$ cat src/rtl/mips_pkg.sv
// Shared definitions for the 5-stage MIPS core: decoder control word
// layout, opcode and ALUOp encodings.
package mips_pkg;

  // Decoder control word, MSB first, same bit order as id_ctrl / ex_ctrl.
  typedef struct packed {
    logic [1:0] alu_op;
    logic       mem_read;
    logic       mem_to_reg;
    logic       reg_dst;
    logic       branch;
    logic       branch_neq;
    logic       alu_src;
    logic       mem_write;
    logic       reg_write;
    logic       jump;
    logic       lui;
    logic       pad;
  } ctrl_t;

  // All-zero control word: no register, memory or PC side effects.
  localparam ctrl_t CTRL_NOP = ctrl_t'(13'h0000);

  // Primary opcode field values.
  localparam logic [5:0] OP_RTYPE = 6'h00;
  localparam logic [5:0] OP_J     = 6'h02;
  localparam logic [5:0] OP_BEQ   = 6'h04;
  localparam logic [5:0] OP_BNE   = 6'h05;
  localparam logic [5:0] OP_ADDI  = 6'h08;
  localparam logic [5:0] OP_LUI   = 6'h0F;
  localparam logic [5:0] OP_LW    = 6'h23;
  localparam logic [5:0] OP_SW    = 6'h2B;

  // ALUOp encodings consumed by the ALU controller in EX.
  localparam logic [1:0] ALUOP_ADD   = 2'b00;
  localparam logic [1:0] ALUOP_SUB   = 2'b01;
  localparam logic [1:0] ALUOP_RTYPE = 2'b10;

endpackage : mips_pkg

$ cat src/rtl/id_hazard_detect.sv
// Load-use hazard detector: flags an ID instruction that reads the
// destination register of a load currently sitting in EX.
module id_hazard_detect (
  input  logic       i_id_valid,
  input  logic       i_id_lui,
  input  logic       i_id_jump,
  input  logic       i_id_reg_dst,
  input  logic       i_id_branch,
  input  logic       i_id_branch_neq,
  input  logic       i_id_mem_write,
  input  logic [4:0] i_id_rs,
  input  logic [4:0] i_id_rt,
  input  logic       i_ex_valid,
  input  logic       i_ex_mem_read,
  input  logic [4:0] i_ex_rt,
  output logic       o_uses_rs,
  output logic       o_uses_rt,
  output logic       o_load_use
);

  logic w_rs_match;
  logic w_rt_match;
  logic w_ex_is_load;

  // Operand usage and register match; $zero never creates a dependency.
  always_comb begin
    o_uses_rs    = ~(i_id_lui | i_id_jump);
    o_uses_rt    = i_id_reg_dst | i_id_branch | i_id_branch_neq | i_id_mem_write;
    w_ex_is_load = i_ex_valid & i_ex_mem_read & (i_ex_rt != 5'd0);
    w_rs_match   = o_uses_rs & (i_id_rs == i_ex_rt);
    w_rt_match   = o_uses_rt & (i_id_rt == i_ex_rt);
    if (w_ex_is_load && i_id_valid) begin
      o_load_use = w_rs_match | w_rt_match;
    end else begin
      o_load_use = 1'b0;
    end
  end

endmodule : id_hazard_detect

$ cat src/rtl/id_ex_stage.sv
// ID/EX pipeline register: latches decoder control and operands into EX,
// stalls IF/ID on load-use, inserts bubbles on hazard or flush and keeps
// saturating bubble/flush counters.
module id_ex_stage
  import mips_pkg::*;
#(
  parameter int DW    = 32,
  parameter int CNT_W = 16
) (
  input  logic             clk,
  input  logic             rst_n,
  input  logic             id_valid,
  input  logic [12:0]      id_ctrl,
  input  logic [DW-1:0]    id_pc4,
  input  logic [DW-1:0]    id_rs_data,
  input  logic [DW-1:0]    id_rt_data,
  input  logic [DW-1:0]    id_imm,
  input  logic [4:0]       id_rs,
  input  logic [4:0]       id_rt,
  input  logic [4:0]       id_rd,
  input  logic [5:0]       id_funct,
  input  logic             ex_hold,
  input  logic             flush,
  output logic             ex_valid,
  output logic [12:0]      ex_ctrl,
  output logic [DW-1:0]    ex_pc4,
  output logic [DW-1:0]    ex_rs_data,
  output logic [DW-1:0]    ex_rt_data,
  output logic [DW-1:0]    ex_imm,
  output logic [4:0]       ex_rs,
  output logic [4:0]       ex_rt,
  output logic [4:0]       ex_rd,
  output logic [5:0]       ex_funct,
  output logic             stall_if_id,
  output logic [CNT_W-1:0] bubble_cnt,
  output logic [CNT_W-1:0] flush_cnt
);

  localparam logic [CNT_W-1:0] CNT_ONE = {{(CNT_W-1){1'b0}}, 1'b1};
  localparam logic [CNT_W-1:0] CNT_MAX = {CNT_W{1'b1}};

  ctrl_t w_id_ctrl;
  logic  w_uses_rs;
  logic  w_uses_rt;
  logic  w_load_use;

  logic             r_ex_valid;
  ctrl_t            r_ex_ctrl;
  logic [DW-1:0]    r_ex_pc4;
  logic [DW-1:0]    r_ex_rs_data;
  logic [DW-1:0]    r_ex_rt_data;
  logic [DW-1:0]    r_ex_imm;
  logic [4:0]       r_ex_rs;
  logic [4:0]       r_ex_rt;
  logic [4:0]       r_ex_rd;
  logic [5:0]       r_ex_funct;
  logic [CNT_W-1:0] r_bubble_cnt;
  logic [CNT_W-1:0] r_flush_cnt;

  assign w_id_ctrl = ctrl_t'(id_ctrl);

  id_hazard_detect u_hazard (
    .i_id_valid      (id_valid),
    .i_id_lui        (w_id_ctrl.lui),
    .i_id_jump       (w_id_ctrl.jump),
    .i_id_reg_dst    (w_id_ctrl.reg_dst),
    .i_id_branch     (w_id_ctrl.branch),
    .i_id_branch_neq (w_id_ctrl.branch_neq),
    .i_id_mem_write  (w_id_ctrl.mem_write),
    .i_id_rs         (id_rs),
    .i_id_rt         (id_rt),
    .i_ex_valid      (r_ex_valid),
    .i_ex_mem_read   (r_ex_ctrl.mem_read),
    .i_ex_rt         (r_ex_rt),
    .o_uses_rs       (w_uses_rs),
    .o_uses_rt       (w_uses_rt),
    .o_load_use      (w_load_use)
  );

  // Freeze PC and IF/ID on a load-use or downstream hold; a flush discards
  // the ID instruction anyway, so it never stalls.
  assign stall_if_id = (w_load_use | ex_hold) & ~flush;

  // EX register bank: flush > hold > load-use bubble > normal advance.
  always_ff @(posedge clk or negedge rst_n) begin
    if (!rst_n) begin
      r_ex_valid   <= 1'b0;
      r_ex_ctrl    <= CTRL_NOP;
      r_ex_pc4     <= {DW{1'b0}};
      r_ex_rs_data <= {DW{1'b0}};
      r_ex_rt_data <= {DW{1'b0}};
      r_ex_imm     <= {DW{1'b0}};
      r_ex_rs      <= 5'd0;
      r_ex_rt      <= 5'd0;
      r_ex_rd      <= 5'd0;
      r_ex_funct   <= 6'd0;
      r_bubble_cnt <= {CNT_W{1'b0}};
      r_flush_cnt  <= {CNT_W{1'b0}};
    end else if (flush || (!ex_hold && w_load_use)) begin
      // Bubble: a fully zeroed slot is architecturally a nop.
      r_ex_valid   <= 1'b0;
      r_ex_ctrl    <= CTRL_NOP;
      r_ex_pc4     <= {DW{1'b0}};
      r_ex_rs_data <= {DW{1'b0}};
      r_ex_rt_data <= {DW{1'b0}};
      r_ex_imm     <= {DW{1'b0}};
      r_ex_rs      <= 5'd0;
      r_ex_rt      <= 5'd0;
      r_ex_rd      <= 5'd0;
      r_ex_funct   <= 6'd0;
      if (flush) begin
        if (id_valid && (r_flush_cnt != CNT_MAX)) begin
          r_flush_cnt <= r_flush_cnt + CNT_ONE;
        end else begin
          r_flush_cnt <= r_flush_cnt;
        end
      end else begin
        if (r_bubble_cnt != CNT_MAX) begin
          r_bubble_cnt <= r_bubble_cnt + CNT_ONE;
        end else begin
          r_bubble_cnt <= r_bubble_cnt;
        end
      end
    end else if (ex_hold) begin
      r_ex_valid <= r_ex_valid;
    end else begin
      // Invalid slots carry data but never a control side effect.
      r_ex_valid   <= id_valid;
      r_ex_ctrl    <= id_valid ? w_id_ctrl : CTRL_NOP;
      r_ex_pc4     <= id_pc4;
      r_ex_rs_data <= id_rs_data;
      r_ex_rt_data <= id_rt_data;
      r_ex_imm     <= id_imm;
      r_ex_rs      <= id_rs;
      r_ex_rt      <= id_rt;
      r_ex_rd      <= id_rd;
      r_ex_funct   <= id_funct;
    end
  end

  assign ex_valid   = r_ex_valid;
  assign ex_ctrl    = r_ex_ctrl;
  assign ex_pc4     = r_ex_pc4;
  assign ex_rs_data = r_ex_rs_data;
  assign ex_rt_data = r_ex_rt_data;
  assign ex_imm     = r_ex_imm;
  assign ex_rs      = r_ex_rs;
  assign ex_rt      = r_ex_rt;
  assign ex_rd      = r_ex_rd;
  assign ex_funct   = r_ex_funct;
  assign bubble_cnt = r_bubble_cnt;
  assign flush_cnt  = r_flush_cnt;

endmodule : id_ex_stage

$ cat config.mk
export PLATFORM = sky130hd
export DESIGN_NAME = id_ex_stage
export DESIGN_NICKNAME = d
export VERILOG_FILES = /design/src/rtl/mips_pkg.sv /design/src/rtl/id_hazard_detect.sv /design/src/rtl/id_ex_stage.sv
export SDC_FILE = /design/constraint.sdc
export NUM_CORES = 1
export LEC_CHECK = 0
export BUFFER_PORTS_ARGS = -buffer_cell sky130_fd_sc_hd__buf_2
export CORE_AREA = 2 2 139 141
export DETAILED_ROUTE_END_ITERATION = 10
export DIE_AREA = 0 0 141 143
export PLACE_DENSITY = 0.67
export RECOVER_POWER = 100
export SYNTH_ARGS = -nofsm -noshare
export SYNTH_HDL_FRONTEND = slang
export SYNTH_SLANG_ARGS = --single-unit
$ cat constraint.sdc
create_clock -name clk -period 4.8 [get_ports clk]
set_clock_uncertainty 0.15 [all_clocks]
set_input_delay 0.24 -clock clk [delete_from_list [all_inputs] [get_ports clk]]
set_output_delay 0.24 -clock clk [all_outputs]
set_load 0.005 [all_outputs]
# --- Word-level counts from Yosys, hierarchy flattened ---
# Cells that the tools add are included.
word_totals:
  register_bits: 195
  inputBits: 167
  output_inout_bits: 196
  word_cells: 73
classes:
  addsub: 2
  n_eq_ne: 5
  mux: 22
  bitwise_logic: 13
  n_reduce_logical: 8
op_table:
  columns: ["operator", "n"]
  rows:
  - ["2-to-1 mux 32 bit", 8]
  - ["2-to-1 mux 13 bit", 3]
  - ["adder 16 x 1 -> 16 bit (second input constant)", 2]
  - ["!= test 16 bit (second input constant)", 2]
  - ["2-to-1 mux 5 bit", 6]
  - ["2-to-1 mux 6 bit", 2]
  - ["equality test 5 bit", 2]
  - ["bitwise OR 1 bit", 6]
  - ["AND reduction 3 bit", 2]
  - ["bitwise AND 1 bit", 5]
  - ["nonzero test 5 bit", 1]
  - ["logical AND 1 bit", 3]
  - ["2-to-1 mux 1 bit", 3]
  - ["!= test 2 x 1 -> 1 bit (second input constant)", 1]
  - ["inverter 1 bit", 2]
  - ["zero test 1 bit", 1]
  - ["logical OR 1 bit", 1]

# --- Depth between registers and ports, before layout ---
# Gate-level depths: netlist (run 1).
depth:
  word_depth: 9
  depth_mapped: 8
  depth_no_buf: 6

# --- Hierarchy ---
# Synthesis (run 1) repeated with hierarchy kept, for this count alone.
unflattened:
  cells_unflattened: 543
  area_unflattened_um2: 7429.6
modules_own_cells:
  columns: ["module", "instances", "cells_per_inst", "area_each_um2", "seq_area_each_um2"]
  rows:
  - ["id_ex_stage", 1, 523, 7278.2, 4879.7]
  - ["id_hazard_detect", 1, 20, 151.4, 0.0]

# --- Worst setup path before layout (run 1) ---
# No wires, ideal clock.
synth_path:
  path_type: "reg-to-reg"
  start: "reg r_bubble_cnt[0], in the netlist bubble_cnt[0]"
  end: "reg r_bubble_cnt[1], in the netlist bubble_cnt[1]"
  setup_ns: 0.128
  arrival_time_ns: 1.934
  required_ns: 4.522
  slack_ns: 2.589
  stages_incl_launch_ff: 7
  n_path_buf: 0
  period_less_slack_ns: 2.211
  path_cell_list: "dfrtp_1 -> ha_1 -> nand4_1 -> or4_1 -> and2_1 -> nand3_1 -> mux2_1"
synth_via:
  elab_chain_cells: 2
  elab_cells_between_ends: 3
  cone_classes: "add/sub: 1; eq/ne: 1; reduce/logical: 1"
synth_rtl:
  columns: ["item", "line_no", "source"]
  rows:
  - ["start, declared", "id_ex_stage.sv:57", "logic [CNT_W-1:0] r_bubble_cnt;"]
  - ["start signal, assigned", "id_ex_stage.sv:97", "r_bubble_cnt <= {CNT_W{1'b0}};"]
  - ["start signal, assigned", "id_ex_stage.sv:119", "r_bubble_cnt <= r_bubble_cnt + CNT_ONE;"]
  - ["start signal, assigned", "id_ex_stage.sv:121", "r_bubble_cnt <= r_bubble_cnt;"]
  - ["branches (longest 2 deep; another with adder 16 x 1 -> 16 bit)", null, null]
# Several ways; the timed one is not identified.
# A chain may end at the register's enable or synchronous reset.

# --- Final worst setup path (run 1) ---
layout_path:
  start: "in id_ctrl[7]"
  end: "reg r_ex_ctrl (netlist bit ex_ctrl[4])"
layout_via:
  elab_chain_cells: 9
  elab_cells_between_ends: 10
  cone_classes: "eq/ne: 1; mux: 2; bitwise: 5; reduce/logical: 2"
layout_rtl:
  columns: ["item", "line_no", "source"]
  rows:
  - ["start, declared", "id_ex_stage.sv:13", "input logic [12:0] id_ctrl,"]
  - ["bitwise OR 1 bit * (3 in series)", "id_hazard_detect.sv:28", "o_uses_rt = i_id_reg_dst | i_id_branch | i_id_branch_neq | i_id_mem_write;"]
  - ["bitwise AND 1 bit *", "id_hazard_detect.sv:31", "w_rt_match = o_uses_rt & (i_id_rt == i_ex_rt);"]
  - ["bitwise OR 1 bit *", "id_hazard_detect.sv:33", "o_load_use = w_rs_match | w_rt_match;"]
  - ["2-to-1 mux 1 bit *", "id_hazard_detect.sv:32", "if (w_ex_is_load && i_id_valid) begin"]
  - ["logical AND 1 bit *", "id_ex_stage.sv:99", "end else if (flush || (!ex_hold && w_load_use)) begin"]
  - ["logical OR 1 bit *", "id_ex_stage.sv:99", null]
  - ["!= test 2 x 1 -> 1 bit (no line) / 2-to-1 mux 13 bit (equally long branches)", null, null]
  - ["end signal, assigned", "id_ex_stage.sv:129", "r_ex_ctrl <= id_valid ? w_id_ctrl : CTRL_NOP;"]
  - ["end, declared", "id_ex_stage.sv:48", "ctrl_t r_ex_ctrl;"]
# Every way passes the cells marked *; elsewhere a longest branch is shown, timed or not.

==> summary.md, run 1 <==
| Metric | Value |
|---|---|
| DRC viols | 0 |
| Final WL | around 24000 um |
| CTS tree | built |
| First-pass iteration count of the detailed router | 4 |
| Worst Tran Pin Value | between 1 and 1.5 ns |
| Synth async-reset ratio | 100% |
| Antenna-violating nets left | 0 |
| CP Class | input port to flip-flop |
| CP Capture Type | flip-flop |
| First-pass GRT wire length | 37100 um |
| Final Cell Area | 0.0115 mm2 |
| Die area | 0.0202 mm2 |
| # Max-Cap Violations | 0 |
| Synth Cell Area | 0.00747 mm2 |
| CP max FO | between 40 and 50 |
| I/O Buffers | 362 |
| Inserted Clock Buffers | 17 |
| Sequential area share after synthesis | 65.3% |
| Worst slew margin | 26.6% |
| Worst-skew pair later-pin latency | roughly 0.43 ns |
| Placed instance area | between 0.009 and 0.01 mm2 |
| Area growth syn-to-layout | 53.9% |
| Number of distinct library cells after synthesis | 43 |
| Vias in the first global route | 6878 |
| Initial Utilization | 40.2% |
| Final Hold Fails | 0 |
| Routability cong. | just over 0.8 |
| Setup bufs post-CTS | 0 |
| Grt total ovfl | 0 |
| Number of synthesized flops with an enable pin | 0 |
| Crit start category | input port |
| Commonest non-fill, non-tap cell in the layout | buf_2 |
| Tcrit/Tclk final | approximately 74% |
| Drt via density | 5.18 |
| Clock-pin slew on the worst setup and hold paths | 0.07 ns |
| H-tree depth | 4 |
| Die width | 141 um |
| Critical path buffers and inverters | 3 |
| All-layer global routing usage | 23.7% |
| Wire per inst | ~19 um |
| CP required | 5.00 ns |
| Status | completed |
| Synthesis Warnings | 0 |
| # clock sinks | 195 |
| CP Data Arrival Time | 3.76 ns |
| Final Core Density | 61.9% |
| Delay-heaviest family, CP | compound AO/OA/AOI/OAI gates |
| Critical path's slowest cell | clkbuf_2 |
| Min Clock Period, post-route | between 3 and 4 ns |
| Most frequent cells in the layout | buf_2, dfrtp_1, dlygate4sd3_1, a22o_1, clkbuf_1 |
| Net count after synthesis | between 700 and 800 |
| Slew Limit Fails | 0 |
| Critical path cell sequence | dlygate4sd3_1 -> clkbuf_1 -> o41ai_1 -> o22ai_1 -> a21boi_4 -> clkbuf_2 -> a32o_1 |
| Clock Path Buffers | 2 |
| Seq cells post-synth | 195 |
| Initial antenna violation count | 3 |
| Die Y | 143 um |
| Final setup vio count | 0 |
| CP peak stage delay | 0.88 ns |
| Largest net degree at the start of global routing | approximately 120 |
| Iteration-0 DRC Markers | 381 |
| Hpwl dp | 15600 um |
| F_max | 0.281 GHz |
| Vias | 6723 |
| Setup_tns | 0 ns |
| Nets | around 1200 |
| RSZ-0062 raised after global routing | false |
| # rows | 50 |
| Syn Inst Count | 537 |
| Core box area | 0.0186 mm2 |
| Primary FF master, synth | dfrtp_1 |
| Leakage | 5.60 nW |
| Post-Synthesis Mean Instance Area | 13.9 um2 |
| PwrDens | about 330 mW/mm2 |
| IO Count | 363 |
| Root buf cell | clkbuf_16 |
| HP Class | input port to flip-flop |
| Share of cells above drive strength 1 | 24.7% |
| Maximum vdd drop | ~0.23 mV |
==> metal layers <==
| layer | track usage [%] | vias up | wire (um) |
|---|---|---|---|
| met5 | 0 | - | 0 |
| met3 | 6.61 | 60 | 1530 |
| li1 | - | 3078 | - |
| met4 | 11.1 | 0 | 789 |
| met2 | 39.5 | 301 | 12100 |
| met1 | 28.6 | 3284 | 9900 |
==> registers in the layout, summed over array words and instances (netlist names), 6 cells and up <==
register,flops
ex_imm,32
ex_pc4,32
ex_funct,6
bubble_cnt,16
ex_rt_data,32
flush_cnt,16
ex_rs_data,32
ex_ctrl,13
==> per-stage QoR <==
stage	hold WS [ns]	instances	power [mW]	worst slack [ns]
after detailed placement	0.162	1098	2.27	1.87
after global routing	0.131	1296	3.92	0.904
after floorplan	-0.206	537	2.01	2.59
final	0.139	1297	3.75	1.24
after global placement	0.159	1098	2.26	1.87
after CTS	0.128	1293	3.80	1.75
==> synth_stat cells (all sizes together), types with 3 or more instances <==
library cell | instances | area [um2]
buf | 20 | 133
and2 | 4 | 25.0
a32o | 13 | 130
or3 | 3 | 23.8
xor2 | 11 | 96.3
nor2 | 13 | 48.8
nand4 | 14 | 87.6
nor3 | 8 | 40.0
xnor2 | 28 | 253
a22o | 150 | 1310
nand2 | 9 | 33.8
clkbuf | 22 | 83.8
dfrtp | 195 | 4880
nand3 | 16 | 80.1
==> what timing repair did <==
item                                   in CTS  in global routing
hold buffers                              163                  0
resized for setup                           0                  0
endpoints found under the hold margin     242                  0
==> worst register-to-register path, delay by kind of cell, from the launching register on <==
family,cells,cell delay [ns]
AO/OA/AOI/OAI,4,1.57
XOR/XNOR,1,0.19
flip-flops,1,0.46
buffers and inverters,1,0.89
==> layout make-up <==
class                           instances  area (um2)
Clock buffer                           17         425
Tap cell                              234         293
Multi-Input combinational cell        298        2380
Antenna cell                            4        10.0
Fill cell                            1498        7080
Timing Repair Buffer                  532        3340
Inverter                                2        7.51
Clock inverter                         15         169
Sequential cell                       195        4880
==> cells by family after synthesis <==
| family | Yosys count | synth area share (%) |
|---|---|---|
| multiplexers | 2 | 0.301 |
| AO/OA/AOI/OAI | 176 | 20.6 |
| XOR/XNOR | 39 | 4.67 |
| buffers and inverters | 44 | 3.00 |
| flip-flops | 195 | 65.3 |
| AND/OR/NAND/NOR | 79 | 5.84 |
| adder cells (fa/ha/maj) | 2 | 0.335 |
==> report_power, final <==
| part | total (mW) | leakage [nW] | switching (mW) | internal [mW] |
|---|---|---|---|---|
| Clock | 1.42 | 0.286 | 0.680 | 0.742 |
| Combinational | 0.509 | 2.71 | 0.236 | 0.273 |
| Sequential | 1.82 | 2.60 | 0.0797 | 1.74 |
==> worst paths after layout <==
| kind | startpoint | to | slack (ns) | depth (start not counted) |
|---|---|---|---|---|
| max in group asynchronous | rst_n | ex_imm[8]$_DFFE_PN0P_ | 3.25 | 3 |
| hold reg to reg | flush_cnt[13]$_DFFE_PN0P_ | flush_cnt[13]$_DFFE_PN0P_ | 0.34 | 1 |
| setup / recovery | id_ctrl[7] | ex_ctrl[4]$_DFFE_PN0P_ | 1.24 | 7 |
| hold / removal | flush | ex_pc4[31]$_DFFE_PN0P_ | 0.14 | 3 |
| setup reg to reg | ex_rt[3]$_DFFE_PN0P_ | ex_ctrl[4]$_DFFE_PN0P_ | 1.46 | 6 |
| min in group asynchronous | rst_n | bubble_cnt[15]$_DFFE_PN0P_ | 0.22 | 2 |
(Power assumes the default switching activity.)
==> inputs of run 2 (changes only) <==
Clock period 4.8 ns to 3.4 ns, I/O delays scaled along.
==> run 2 against run 1 <==
The flow now finishes with violations (capacitance limit, slew limit). Non-clock buffer count unchanged. Global-route usage decreased by 0.14 points. Count of clock-buffer cells in the layout unchanged. Routed wire length is 0.18% lower. Clock power up 42%. Via count shrank 0.21%. First-iteration DRC count decreased by 14%. Sequential power grew 41%.
==> summary.md, run 2 (same netlist as run 1, synthesis figures left out) <==
| Metric | Value |
|---|---|
| Status | finished, violations left (was completed) |
| Initial antenna violation count | 1 (was 3) |
| CP Capture Type | flip-flop (unchanged) |
| Crit start category | flip-flop (was input port) |
| Commonest non-fill, non-tap cell in the layout | buf_2 (unchanged) |
| Min Clock Period, post-route | 2.73 ns |
| Grt total ovfl | 0 (unchanged) |
| Met2 Track Usage GR | 40.8% (was 39.5%) |
| Slew Limit Fails | 102 (was 0) |
| Total power | 5.30 mW (was 3.75 mW) |
| First-pass iteration count of the detailed router | 4 (unchanged) |
| Worst Tran Pin Value | 2.33 ns (was 1.10 ns) |
| GRT busiest layer | met2 (unchanged) |
| CP max FO | 86 (was 47) |
| RSZ-0062 raised after global routing | false (unchanged) |
| # resized after CTS | 0 (unchanged) |
| Clock-pin slew on the worst setup and hold paths | 0.08 ns (was 0.07 ns) |
| Maximum vdd drop | 0.302 mV (was 0.230 mV) |
| Wire per inst | 18.8 um (about the same) |
| Met3 usage | 5.70% (was 6.61%) |
| Routability cong. | 0.809 (was 0.819) |
| Worst slew margin | -55.5% (was 26.6%) |
| Failing checks | capacitance limit, slew limit |
| Die area | 0.0202 mm2 (unchanged) |
| CP Class | flip-flop to flip-flop (was input port to flip-flop) |
| Clock share of power | 37.9% (about the same) |
| Final WL | 24300 um (was 24400 um) |
| Vias in the first global route | 6975 (was 6878) |
| Setup bufs post-CTS | 0 (unchanged) |
| Final setup vio count | 0 (unchanged) |
| Hpwl dp | 15300 um (was 15600 um) |
| Area growth syn-to-layout | 53.9% (unchanged) |
| Initial Utilization | 40.2% (unchanged) |
| First-pass GRT wire length | 37200 um (was 37100 um) |
| IO Count | 363 (unchanged) |
| Switch share | 26.6% (about the same) |
| PwrDens | 461 mW/mm2 (was 326 mW/mm2) |
| Post-CTS Hold Buffers | 163 (unchanged) |
| # fillers | 1526 (was 1498) |
| CTS tree | built (unchanged) |
| # clock sinks | 195 (unchanged) |
| Drt via density | 5.18 (about the same) |
| Comb pwr share | 13.6% (about the same) |
| Largest net degree at the start of global routing | 156 (was 116) |
| Sw Pwr | 1.41 mW (was 0.996 mW) |
| F_max | 0.366 GHz |
| All-layer global routing usage | 23.5% (was 23.7%) |
| Leakage | 5.57 nW (was 5.60 nW) |
| CP Data Arrival Time | 2.89 ns (was 3.76 ns) |
| Die Y | 143 um (unchanged) |
| Iteration-0 DRC Markers | 327 (was 381) |
| # rows | 50 (unchanged) |
| DRC viols | 0 (unchanged) |
| Flop pwr share | 48.5% (about the same) |
| I/O Buffers | 362 (unchanged) |
| HP Class | input port to flip-flop (unchanged) |
| Final cell count without fillers | 1294 (was 1297) |
| Antenna-violating nets left | 0 (unchanged) |
| Clock Path Buffers | 2 (unchanged) |
| Int Pwr | 3.89 mW (was 2.75 mW) |
| # Max-Cap Violations | 1 (was 0) |
| Global Route met1 Usage | 28.5% (was 28.6%) |
| Final Hold Fails | 0 (unchanged) |
| CP required | 3.55 ns (was 5.00 ns) |
| Core box area | 0.0186 mm2 (unchanged) |
| Placed cell count | 1098 (unchanged) |
| H-tree depth | 4 (unchanged) |
| Tcrit/Tclk final | 80.4% |
| Vias | 6709 (was 6723) |
| Setup_tns | 0 ns (unchanged) |
| Final hold slack | 0.0750 ns (was 0.139 ns) |
| Most frequent cells in the layout | buf_2, dfrtp_1, dlygate4sd3_1, a22o_1, clkbuf_1 (unchanged) |
| Worst-skew pair later-pin latency | 0.42 ns (was 0.43 ns) |
| Die width | 141 um (unchanged) |
| Share of cells above drive strength 1 | 24.0% (was 24.7%) |
| Nets | 1215 (unchanged) |
| Inserted Clock Buffers | 17 (unchanged) |
| Root buf cell | clkbuf_16 (unchanged) |
run 2: power groups by stage:
stage               logic, mW  clock network, mW  registers [mW]
floorplan               0.229                  0            2.61
global placement        0.589                  0            2.60
detailed placement      0.598                  0            2.60
CTS                     0.752               2.07            2.56
global route            0.788               2.17            2.59
finish                  0.721               2.01            2.57
run 2: worst max-delay path, cell delays in order, from the launching register on:
cell and delay, ns:
dfrtp_1 0.45, xor2_1 0.18, or3_1 0.37, o22ai_1 0.57, a21boi_4 0.24, buf_12 0.27, a32o_1 0.31
run 2: area by class of cell:
class	instances	area, um2	share of cell area (%)
multi-input combinational	298	2370	20.6
inverter	2	7.51	0.0653
clock buffer	17	425	3.70
clock inverter	15	166	1.45
antenna	1	2.50	0.0218
timing repair buffer	532	3350	29.2
tap	234	293	2.55
sequential	195	4880	42.4
run 2: stage by stage:
stage / worst slack (ns) / utilization [%] / area [um2]
after floorplan: 1.19 / - / 7470
after global placement: 0.922 / 51.1 / 9490
after detailed placement: 0.825 / 51.1 / 9490
after CTS: 0.695 / 63.1 / 11700
after global routing: 0.406 / 61.9 / 11500
final: 0.668 / 61.9 / 11500
run 2: path summary, 6_finish.rpt:
| path | startpoint | endpoint | slack, ns | depth (start not counted) |
|---|---|---|---|---|
| worst min-delay path | flush | ex_rd[4]$_DFFE_PN0P_ | 0.08 | 3 |
| max in group asynchronous | rst_n | ex_imm[23]$_DFFE_PN0P_ | 0.86 | 3 |
| worst max-delay path | ex_rt[1]$_DFFE_PN0P_ | ex_ctrl[1]$_DFFE_PN0P_ | 0.67 | 6 |
| worst max register to register | ex_rt[1]$_DFFE_PN0P_ | ex_ctrl[1]$_DFFE_PN0P_ | 0.67 | 6 |
| min in group asynchronous | rst_n | bubble_cnt[15]$_DFFE_PN0P_ | 0.80 | 2 |
| worst min register to register | flush_cnt[13]$_DFFE_PN0P_ | flush_cnt[13]$_DFFE_PN0P_ | 0.34 | 1 |
run 2: per-layer routing:
metal / vias to the layer above / wire [um]
li1: 3070 / -
met1: 3294 / 9520
met2: 293 / 12500
met3: 52 / 1680
met4: 0 / 658
met5: - / 0
